[src/rtl/user_edge_result_fifo.sv]
// -----------------------------------------------------------------------------
// user_edge_result_fifo
//
// Result buffer sitting behind the edge-detection accelerator. Output pixels
// arrive over a valid/ready stream, are stored as {last, pixel} entries and
// are handed to the core through a small OBI subordinate register block.
//
// Register map (word offset inside the 4 KiB window, byte enables ignored):
//   0x00 DATA   (R)   read pops one entry: {valid[31], last[8], pixel[7:0]}
//   0x04 STATUS       count[4:0], full[8], empty[9],
//                     stall_seen[16] (W1C), frame_done[17] (W1C)
//   0x08 CTRL         irq_en[0] RW, clear[1] write-1 self-clearing
//   0x0C THRESH       [4:0] RW, irq fill-level threshold
//   0x10 PIXCNT (R)   accepted-push counter, only with USER_EDGE_FIFO_STATS_EN
//   any other offset  err=1, rdata=0, no side effect
//
// Optional feature macro: USER_EDGE_FIFO_STATS_EN (adds PIXCNT).
//
// Ports:
//   clk_i        clock
//   rst_ni       synchronous active-low reset
//   pix_valid_i  accelerator pixel valid
//   pix_ready_o  buffer can accept a pixel (!full)
//   pix_data_i   pixel value
//   pix_last_i   last pixel of a frame
//   obi_req_i    OBI subordinate request
//   obi_rsp_o    OBI subordinate response (gnt same cycle, rvalid one later)
//   irq_o        level interrupt, registered
// -----------------------------------------------------------------------------

package user_edge_obi_pkg;

    typedef struct packed {
        int unsigned AddrWidth;
        int unsigned DataWidth;
        int unsigned IdWidth;
    } obi_cfg_t;

    localparam obi_cfg_t SbrObiCfg = '{
        AddrWidth: 32'd32,
        DataWidth: 32'd32,
        IdWidth:   32'd4
    };

    typedef struct packed {
        logic [SbrObiCfg.AddrWidth-1:0]   addr;
        logic                             we;
        logic [SbrObiCfg.DataWidth/8-1:0] be;
        logic [SbrObiCfg.DataWidth-1:0]   wdata;
        logic [SbrObiCfg.IdWidth-1:0]     aid;
    } sbr_obi_a_chan_t;

    typedef struct packed {
        sbr_obi_a_chan_t a;
        logic            req;
    } sbr_obi_req_t;

    typedef struct packed {
        logic [SbrObiCfg.DataWidth-1:0] rdata;
        logic [SbrObiCfg.IdWidth-1:0]   rid;
        logic                           err;
    } sbr_obi_r_chan_t;

    typedef struct packed {
        logic            gnt;
        logic            rvalid;
        sbr_obi_r_chan_t r;
    } sbr_obi_rsp_t;

endpackage

module user_edge_result_fifo #(
    parameter user_edge_obi_pkg::obi_cfg_t ObiCfg = user_edge_obi_pkg::SbrObiCfg,
    parameter type obi_req_t                     = user_edge_obi_pkg::sbr_obi_req_t,
    parameter type obi_rsp_t                     = user_edge_obi_pkg::sbr_obi_rsp_t,
    parameter int unsigned Depth                 = 16,
    parameter int unsigned PixelWidth            = 8,
    parameter int unsigned IrqThreshold          = 8
) (
    input  logic                  clk_i,
    input  logic                  rst_ni,
    input  logic                  pix_valid_i,
    output logic                  pix_ready_o,
    input  logic [PixelWidth-1:0] pix_data_i,
    input  logic                  pix_last_i,
    input  obi_req_t              obi_req_i,
    output obi_rsp_t              obi_rsp_o,
    output logic                  irq_o
);

    localparam int unsigned PtrWidth   = (Depth > 1) ? $clog2(Depth) : 1;
    localparam int unsigned CntWidth   = PtrWidth + 1;
    localparam int unsigned EntryWidth = PixelWidth + 1;
    localparam int unsigned IdWidth    = ObiCfg.IdWidth;

    localparam logic [CntWidth-1:0] DepthCnt    = CntWidth'(Depth);
    localparam logic [4:0]          ThreshReset = 5'(IrqThreshold);

    localparam logic [9:0] IdxData   = 10'd0;
    localparam logic [9:0] IdxStatus = 10'd1;
    localparam logic [9:0] IdxCtrl   = 10'd2;
    localparam logic [9:0] IdxThresh = 10'd3;
`ifdef USER_EDGE_FIFO_STATS_EN
    localparam logic [9:0] IdxPixcnt = 10'd4;
`endif

    // -------------------------------------------------------------------------
    // Helpers
    // -------------------------------------------------------------------------

    // DATA word; an empty FIFO reads as all zeros, including the valid bit.
    function automatic logic [31:0] pack_data_word(input logic                  valid,
                                                   input logic [EntryWidth-1:0] entry);
        logic [31:0] word;
        word = 32'h0000_0000;
        if (valid) begin
            word[31]             = 1'b1;
            word[8]              = entry[PixelWidth];
            word[PixelWidth-1:0] = entry[PixelWidth-1:0];
        end else begin
            word = 32'h0000_0000;
        end
        return word;
    endfunction

    function automatic logic [31:0] pack_status(input logic [4:0] cnt,
                                                input logic       full,
                                                input logic       empty,
                                                input logic       stall,
                                                input logic       done);
        logic [31:0] word;
        word      = 32'h0000_0000;
        word[4:0] = cnt;
        word[8]   = full;
        word[9]   = empty;
        word[16]  = stall;
        word[17]  = done;
        return word;
    endfunction

    // -------------------------------------------------------------------------
    // State
    // -------------------------------------------------------------------------
    logic [EntryWidth-1:0] mem_r [Depth];
    logic [PtrWidth-1:0]   wr_ptr_r, wr_ptr_next_s;
    logic [PtrWidth-1:0]   rd_ptr_r, rd_ptr_next_s;
    logic [CntWidth-1:0]   count_r, count_next_s;
    logic                  stall_seen_r, stall_seen_next_s;
    logic                  frame_done_r, frame_done_next_s;
    logic                  irq_en_r, irq_en_next_s;
    logic [4:0]            thresh_r, thresh_next_s;
    logic                  irq_r, irq_next_s;

    logic                  rvalid_r;
    logic [31:0]           rdata_r, rdata_next_s;
    logic                  err_r, err_next_s;
    logic [IdWidth-1:0]    rid_r;

`ifdef USER_EDGE_FIFO_STATS_EN
    logic [31:0]           pixcnt_r, pixcnt_next_s;
    logic                  sel_pixcnt_s;
`endif

    // -------------------------------------------------------------------------
    // Request decode
    // -------------------------------------------------------------------------
    logic        req_s;
    logic        we_s;
    logic [31:0] wdata_s;
    logic [9:0]  word_idx_s;
    logic        sel_data_s, sel_status_s, sel_ctrl_s, sel_thresh_s;
    logic        map_hit_s;

    logic        full_s, empty_s;
    logic        pop_s, push_s, clear_s, stall_set_s, done_set_s;
    logic        status_wr_s, ctrl_wr_s, thresh_wr_s;
    logic [EntryWidth-1:0] head_entry_s;

    assign req_s      = obi_req_i.req;
    assign we_s       = obi_req_i.a.we;
    assign wdata_s    = obi_req_i.a.wdata;
    assign word_idx_s = obi_req_i.a.addr[11:2];

    // Byte enables and the bits outside the word index carry no meaning here.
    logic unused_s;
    assign unused_s = ^{obi_req_i.a.be, obi_req_i.a.addr[31:12], obi_req_i.a.addr[1:0],
                        wdata_s[31:18], wdata_s[15:5]};

    // One-hot register select from the word offset.
    always_comb begin
        sel_data_s   = 1'b0;
        sel_status_s = 1'b0;
        sel_ctrl_s   = 1'b0;
        sel_thresh_s = 1'b0;
`ifdef USER_EDGE_FIFO_STATS_EN
        sel_pixcnt_s = 1'b0;
`endif
        case (word_idx_s)
            IdxData:   sel_data_s   = 1'b1;
            IdxStatus: sel_status_s = 1'b1;
            IdxCtrl:   sel_ctrl_s   = 1'b1;
            IdxThresh: sel_thresh_s = 1'b1;
`ifdef USER_EDGE_FIFO_STATS_EN
            IdxPixcnt: sel_pixcnt_s = 1'b1;
`endif
            default:   sel_data_s   = 1'b0;
        endcase
    end

`ifdef USER_EDGE_FIFO_STATS_EN
    assign map_hit_s = sel_data_s | sel_status_s | sel_ctrl_s | sel_thresh_s | sel_pixcnt_s;
`else
    assign map_hit_s = sel_data_s | sel_status_s | sel_ctrl_s | sel_thresh_s;
`endif

    // -------------------------------------------------------------------------
    // FIFO control strobes
    // -------------------------------------------------------------------------
    assign full_s  = (count_r == DepthCnt);
    assign empty_s = (count_r == {CntWidth{1'b0}});

    // Ready only looks at the registered count, never at the OBI side.
    assign pix_ready_o = ~full_s;

    assign status_wr_s  = req_s & we_s & sel_status_s;
    assign ctrl_wr_s    = req_s & we_s & sel_ctrl_s;
    assign thresh_wr_s  = req_s & we_s & sel_thresh_s;
    assign clear_s      = ctrl_wr_s & wdata_s[1];
    // A pop on an empty FIFO is a no-op; a same-cycle push is not forwarded.
    assign pop_s        = req_s & ~we_s & sel_data_s & ~empty_s;
    // A clear wins over a concurrent push: that pixel is dropped.
    assign push_s       = pix_valid_i & ~full_s & ~clear_s;
    assign stall_set_s  = pix_valid_i & full_s;
    assign done_set_s   = push_s & pix_last_i;
    assign head_entry_s = mem_r[rd_ptr_r];

    // Next-state for pointers, fill level, sticky flags and control fields.
    always_comb begin
        wr_ptr_next_s     = wr_ptr_r;
        rd_ptr_next_s     = rd_ptr_r;
        count_next_s      = count_r;
        stall_seen_next_s = stall_seen_r;
        frame_done_next_s = frame_done_r;
        irq_en_next_s     = irq_en_r;
        thresh_next_s     = thresh_r;

        if (clear_s) begin
            wr_ptr_next_s     = {PtrWidth{1'b0}};
            rd_ptr_next_s     = {PtrWidth{1'b0}};
            count_next_s      = {CntWidth{1'b0}};
            stall_seen_next_s = 1'b0;
            frame_done_next_s = 1'b0;
        end else begin
            if (push_s) begin
                wr_ptr_next_s = wr_ptr_r + PtrWidth'(1'b1);
            end else begin
                wr_ptr_next_s = wr_ptr_r;
            end

            if (pop_s) begin
                rd_ptr_next_s = rd_ptr_r + PtrWidth'(1'b1);
            end else begin
                rd_ptr_next_s = rd_ptr_r;
            end

            // Push is gated by !full, so the count never passes Depth.
            case ({push_s, pop_s})
                2'b10:   count_next_s = count_r + CntWidth'(1'b1);
                2'b01:   count_next_s = count_r - CntWidth'(1'b1);
                default: count_next_s = count_r;
            endcase

            // Setting events beat a same-cycle W1C.
            if (stall_set_s) begin
                stall_seen_next_s = 1'b1;
            end else if (status_wr_s && wdata_s[16]) begin
                stall_seen_next_s = 1'b0;
            end else begin
                stall_seen_next_s = stall_seen_r;
            end

            if (done_set_s) begin
                frame_done_next_s = 1'b1;
            end else if (status_wr_s && wdata_s[17]) begin
                frame_done_next_s = 1'b0;
            end else begin
                frame_done_next_s = frame_done_r;
            end
        end

        if (ctrl_wr_s) begin
            irq_en_next_s = wdata_s[0];
        end else begin
            irq_en_next_s = irq_en_r;
        end

        if (thresh_wr_s) begin
            thresh_next_s = wdata_s[4:0];
        end else begin
            thresh_next_s = thresh_r;
        end
    end

    // irq_o is registered, so it reflects the state committed at this edge.
    assign irq_next_s = irq_en_next_s &
                        ((32'(count_next_s) >= 32'(thresh_next_s)) | frame_done_next_s);

`ifdef USER_EDGE_FIFO_STATS_EN
    // Accepted-push counter, wraps naturally at 2^32.
    always_comb begin
        if (clear_s) begin
            pixcnt_next_s = 32'h0000_0000;
        end else if (push_s) begin
            pixcnt_next_s = pixcnt_r + 32'd1;
        end else begin
            pixcnt_next_s = pixcnt_r;
        end
    end
`endif

    // Read data and error for the response issued on the next cycle.
    always_comb begin
        rdata_next_s = 32'h0000_0000;
        err_next_s   = 1'b0;
        if (req_s) begin
            if (!map_hit_s) begin
                err_next_s = 1'b1;
            end else if (!we_s) begin
                if (sel_data_s) begin
                    rdata_next_s = pack_data_word(~empty_s, head_entry_s);
                end else if (sel_status_s) begin
                    rdata_next_s = pack_status(5'(count_r), full_s, empty_s,
                                               stall_seen_r, frame_done_r);
                end else if (sel_ctrl_s) begin
                    rdata_next_s = {31'h0000_0000, irq_en_r};
                end else if (sel_thresh_s) begin
                    rdata_next_s = {27'h000_0000, thresh_r};
`ifdef USER_EDGE_FIFO_STATS_EN
                end else if (sel_pixcnt_s) begin
                    rdata_next_s = pixcnt_r;
`endif
                end else begin
                    rdata_next_s = 32'h0000_0000;
                end
            end else begin
                rdata_next_s = 32'h0000_0000;
            end
        end else begin
            err_next_s = 1'b0;
        end
    end

    // -------------------------------------------------------------------------
    // Sequential state
    // -------------------------------------------------------------------------

    // FIFO bookkeeping, control registers and the interrupt line.
    always_ff @(posedge clk_i) begin
        if (!rst_ni) begin
            wr_ptr_r     <= {PtrWidth{1'b0}};
            rd_ptr_r     <= {PtrWidth{1'b0}};
            count_r      <= {CntWidth{1'b0}};
            stall_seen_r <= 1'b0;
            frame_done_r <= 1'b0;
            irq_en_r     <= 1'b0;
            thresh_r     <= ThreshReset;
            irq_r        <= 1'b0;
        end else begin
            wr_ptr_r     <= wr_ptr_next_s;
            rd_ptr_r     <= rd_ptr_next_s;
            count_r      <= count_next_s;
            stall_seen_r <= stall_seen_next_s;
            frame_done_r <= frame_done_next_s;
            irq_en_r     <= irq_en_next_s;
            thresh_r     <= thresh_next_s;
            irq_r        <= irq_next_s;
        end
    end

    // Entry storage; contents are meaningless outside [rd_ptr, wr_ptr).
    always_ff @(posedge clk_i) begin
        if (push_s) begin
            mem_r[wr_ptr_r] <= {pix_last_i, pix_data_i};
        end else begin
            mem_r[wr_ptr_r] <= mem_r[wr_ptr_r];
        end
    end

    // OBI response channel, one cycle behind the granted request.
    always_ff @(posedge clk_i) begin
        if (!rst_ni) begin
            rvalid_r <= 1'b0;
            rdata_r  <= 32'h0000_0000;
            err_r    <= 1'b0;
            rid_r    <= {IdWidth{1'b0}};
        end else begin
            rvalid_r <= req_s;
            rdata_r  <= rdata_next_s;
            err_r    <= err_next_s;
            if (req_s) begin
                rid_r <= obi_req_i.a.aid;
            end else begin
                rid_r <= {IdWidth{1'b0}};
            end
        end
    end

`ifdef USER_EDGE_FIFO_STATS_EN
    // Accepted-push counter register.
    always_ff @(posedge clk_i) begin
        if (!rst_ni) begin
            pixcnt_r <= 32'h0000_0000;
        end else begin
            pixcnt_r <= pixcnt_next_s;
        end
    end
`endif

    // -------------------------------------------------------------------------
    // Outputs
    // -------------------------------------------------------------------------

    // Grant is immediate: the block never back-pressures the core.
    always_comb begin
        obi_rsp_o         = '0;
        obi_rsp_o.gnt     = req_s;
        obi_rsp_o.rvalid  = rvalid_r;
        obi_rsp_o.r.rdata = rdata_r;
        obi_rsp_o.r.rid   = rid_r;
        obi_rsp_o.r.err   = err_r;
    end

    assign irq_o = irq_r;

endmodule

[config.mk]
export PLATFORM = sky130hd
export DESIGN_NAME = user_edge_result_fifo
export DESIGN_NICKNAME = d
export VERILOG_FILES = /design/src/rtl/user_edge_result_fifo.sv
export SDC_FILE = /design/constraint.sdc
export NUM_CORES = 1
export LEC_CHECK = 0
export BUFFER_PORTS_ARGS = -buffer_cell sky130_fd_sc_hd__buf_2
export CAP_MARGIN = 20
export CORE_UTILIZATION = 40
export CTS_CLUSTER_DIAMETER = 200
export CTS_CLUSTER_SIZE = 40
export DETAILED_ROUTE_END_ITERATION = 6
export SYNTH_ARGS = -nofsm -noshare
export SYNTH_HDL_FRONTEND = slang
export SYNTH_SLANG_ARGS = --single-unit
[constraint.sdc]
create_clock -name clk_i -period 3.7 [get_ports clk_i]
set_input_delay 0.37 -clock clk_i [delete_from_list [all_inputs] [get_ports clk_i]]
set_output_delay 0.37 -clock clk_i [all_outputs]
set_load 0.1 [all_outputs]
==> impl_metrics.yaml <==
cells_and_area:
  stdcell_count: 843
  antennaDiodeCount: 0
  mostFrequentLayoutCell: "sky130_fd_sc_hd__edfxtp_1"
  final_cell_mix: "144 x sky130_fd_sc_hd__edfxtp_1, 56 x sky130_fd_sc_hd__buf_2, 44 x sky130_fd_sc_hd__nor2_1, 44 x sky130_fd_sc_hd__dfxtp_1, 40 x sky130_fd_sc_hd__mux4_2"
  drive_gt1_frac: 0.324
  design.final.nets: 668
  synthesis_to_finish_area_growth_pct: 16.0
grt:
  track_usage: 0.174
  grt_start_max_net_pins: 24
  grt_antenna_before_repair: 2
  globalRouteOverflowTotal: 0
  grt_pass1_vias: 4360
  grt_pass1_wl_mm: 25.1
power:
  power_density_nw_per_um2: 480
  power.combinational.fraction: 0.067
  power.total_w: 0.00439
  power.ir.vdd_worst_mv: 0.353
  cell_internal_pwr_w: 0.00334
  power.static_leakage_nw: 3.24
  power.sequential.fraction: 0.527
  power_switching_w: 0.00105
  switching_share: 0.239
  power.clock.fraction: 0.405
synth:
  synth-seq-area-share: 0.663
  yosysTopAreaCellShare: 0.549
  synth_warnings: 0
  synth_top_area_cell: "sky130_fd_sc_hd__edfxtp_1"
  number_of_distinct_library_cells_after_synthesis: 56
  synthesis.area_per_instance_um2: 16.3
  main_flop_type_after_synthesis: "sky130_fd_sc_hd__edfxtp_1"
  async_flop_share: 0
  number_of_instances_in_the_synthesized_netlist: 484
  post_synthesis_instance_area_um2: 7880
  synthTopCellsByArea: "sky130_fd_sc_hd__edfxtp_1 55%, sky130_fd_sc_hd__dfxtp_1 11%, sky130_fd_sc_hd__mux4_2 11%, sky130_fd_sc_hd__buf_4 2.2%, sky130_fd_sc_hd__nor2_1 2.1%"
  synth-seq-cells: 189
  synth_enable_flop_cells: 144
job:
  drv_cap: 0
sta:
  max_freq_mhz: 289
  period_needed_ps: 3460
  final_number_of_max_transition_violations: 0
  final_worst_path_setup_slack_ps: 242
  finalSetupTns_ps: 0
  grt_setup_unrepaired: "no"
  slew_headroom: 0.416
  min_period_over_period: 0.935
  final.hold.worst_slack_ps: 188
  timing.final.hold_violations: 0
  final-setup-viol-count: 0
  final.setup_skew_ps: 12.7
  worstMarginPinSlew_ps: 875
placement:
  gp_routability_congestion: 0.840
  buffer_ports.inserted: 56
  dp_cells: 810
  post-place-ws_ps: -133
  post-dp-hpwl_mm: 10.6
clock_network:
  clk_path_buf_depth: 2
  cts_tree: "built"
  clock-sinks: 189
  h_tree_levels: 4
  cts_hold_buf: 0
  clockRootBuffer: "sky130_fd_sc_hd__clkbuf_16"
  cts.reportedPaths.clkPinSlew_ps: 70
  cts_inserted_buffers: 17
  insertion_delay_ps: 430
floorplanning:
  horizontal_die_dimension_um: 142
  die_h_um: 142
  floorplan.rows: 50
  floorplan.core_area_um2: 19000
  design.die.area_um2: 20300
  top_level_ports: 127
  initial_core_util: 0.414
route:
  wl_met1_mm: 7.25
  ant_nets: 0
  top_layer: "met5"
  number_of_search_and_repair_iterations_in_the_first_detailed_routing_pass: 6
  routed_via_density: 5.13
  detail_route.drc_violations: 0
  detail_route.iter0.violations: 258
  detailroute.via_count: 4325
  met2_length_mm: 7.99
  route.final.wire_length_mm: 16.4
  met3RoutedLength_um: 911
  routedWlPerCell_um: 19.4
worst_setup_path:
  worst_setup_path_end_kind: "flip-flop"
  worst_path_required_time_ps: 4010
  timing.critical_path.fanout_max: 2
  startpoint_type: "flip-flop"
  worst-setup-path-type: "reg -> reg"
  timing.critical_path.arrival_ps: 3770
status:
  run_status: "finished clean"
hold_path:
  hold_path_class: "in -> reg"
[layer usage]
metal / vias to the layer above / GRT usage
met5: - / 0
met4: 4 / 0.0543
met3: 18 / 0.0384
met2: 158 / 0.289
met1: 2157 / 0.226
li1: 1988 / -
[cells in the mapped netlist (3+ instances only)]
library cell	instances
sky130_fd_sc_hd__clkbuf_8	5
sky130_fd_sc_hd__inv_1	7
sky130_fd_sc_hd__and2_1	3
sky130_fd_sc_hd__nand3b_1	3
sky130_fd_sc_hd__ha_1	12
sky130_fd_sc_hd__nor4_4	3
sky130_fd_sc_hd__mux2_2	4
sky130_fd_sc_hd__nand4_1	5
sky130_fd_sc_hd__a211oi_1	4
sky130_fd_sc_hd__mux2i_1	15
sky130_fd_sc_hd__clkbuf_1	9
sky130_fd_sc_hd__edfxtp_1	144
sky130_fd_sc_hd__a21oi_1	13
sky130_fd_sc_hd__xor2_1	7
sky130_fd_sc_hd__buf_4	23
sky130_fd_sc_hd__nor4_1	3
sky130_fd_sc_hd__nor2b_1	12
sky130_fd_sc_hd__and2b_2	3
sky130_fd_sc_hd__nand2_1	16
sky130_fd_sc_hd__nor2_1	44
sky130_fd_sc_hd__dfxtp_1	45
sky130_fd_sc_hd__nand2b_1	5
sky130_fd_sc_hd__buf_2	4
sky130_fd_sc_hd__nor3_1	7
sky130_fd_sc_hd__mux4_2	40
sky130_fd_sc_hd__a22o_1	4
sky130_fd_sc_hd__and3_1	6
sky130_fd_sc_hd__xnor2_1	4
[timing repair]
action,4_1_cts,5_1_grt
endpoints found under the setup margin,0,1
resized for setup,0,2
buffers inserted,0,1
[state kept, by name, indices dropped and copies added, names as in the netlist, named ones only]
signal,count
stall_seen_r,1
frame_done_r,1
err_r,1
rd_ptr_r,4
thresh_r,5
mem_r,144
rvalid_r,1
wr_ptr_r,4
irq_en_r,1
count_r,5
irq_o,1
rdata_r,13
rid_r,4
[worst paths after layout]
kind / from / end / slack [ps] / depth (start not counted)
worst max-delay path: count_r[2] / irq_o / 240 / 16
worst min-delay path: obi_req_i[1] / rid_r[0] / 190 / 2
worst max register to register: count_r[2] / irq_o / 240 / 16
worst min register to register: stall_seen_r / rdata_r[16] / 460 / 1
[critical path, cell delays in order, from the launching register on]
cell	delay, ps
sky130_fd_sc_hd__dfxtp_1	310
sky130_fd_sc_hd__or4_4	550
sky130_fd_sc_hd__o21ai_2	200
sky130_fd_sc_hd__nor2_2	80
sky130_fd_sc_hd__inv_1	70
sky130_fd_sc_hd__ha_1	200
sky130_fd_sc_hd__xor2_1	80
sky130_fd_sc_hd__ha_1	210
sky130_fd_sc_hd__a41oi_2	180
sky130_fd_sc_hd__mux2i_1	270
sky130_fd_sc_hd__xor2_1	220
sky130_fd_sc_hd__nor2_1	70
sky130_fd_sc_hd__ha_1	280
sky130_fd_sc_hd__a21o_1	150
sky130_fd_sc_hd__a21oi_1	180
sky130_fd_sc_hd__nor2b_1	70
sky130_fd_sc_hd__o31a_1	230
[layout make-up]
type,count,area [um2]
fill,1633,9870
sequential,189,5230
multi-input combinational,261,2410
timing repair buffer,94,578
clock buffer,18,429
tap,260,325
clock inverter,14,153
inverter,7,26.3
[per-stage QoR]
stage / area, um2 / util
5_1_grt: 9140 / 0.481
6_report: 9140 / 0.481
3_5_place_dp: 8540 / 0.449
3_3_place_gp: 8540 / 0.449
2_1_floorplan: 7970 / -
4_1_cts: 9130 / 0.480
[kinds of logic (layout without fill, tap and decap cells)]
logic type      after synthesis  after routing  synth area share
flops                       189            189             0.663
xor+xnor                     11             11            0.0122
buf+inv                      52            133            0.0438
compound gates               36             36            0.0337
mux                          60             60             0.141
other cells                   1             19          0.000476
fa+ha+maj                    12             12            0.0190
simple gates                123            123            0.0870
[power groups by stage]
| stage | Sequential [W] | Combinational, W | Clock, W |
|---|---|---|---|
| global placement | 0.00236 | 0.000288 | 0 |
| global route | 0.00232 | 0.000318 | 0.00188 |
| detailed placement | 0.00236 | 0.000294 | 0 |
| finish | 0.00232 | 0.000296 | 0.00178 |
| floorplan | 0.00238 | 0.000213 | 0 |
| CTS | 0.00232 | 0.000295 | 0.00181 |
Power figures use the tool's default switching activity.
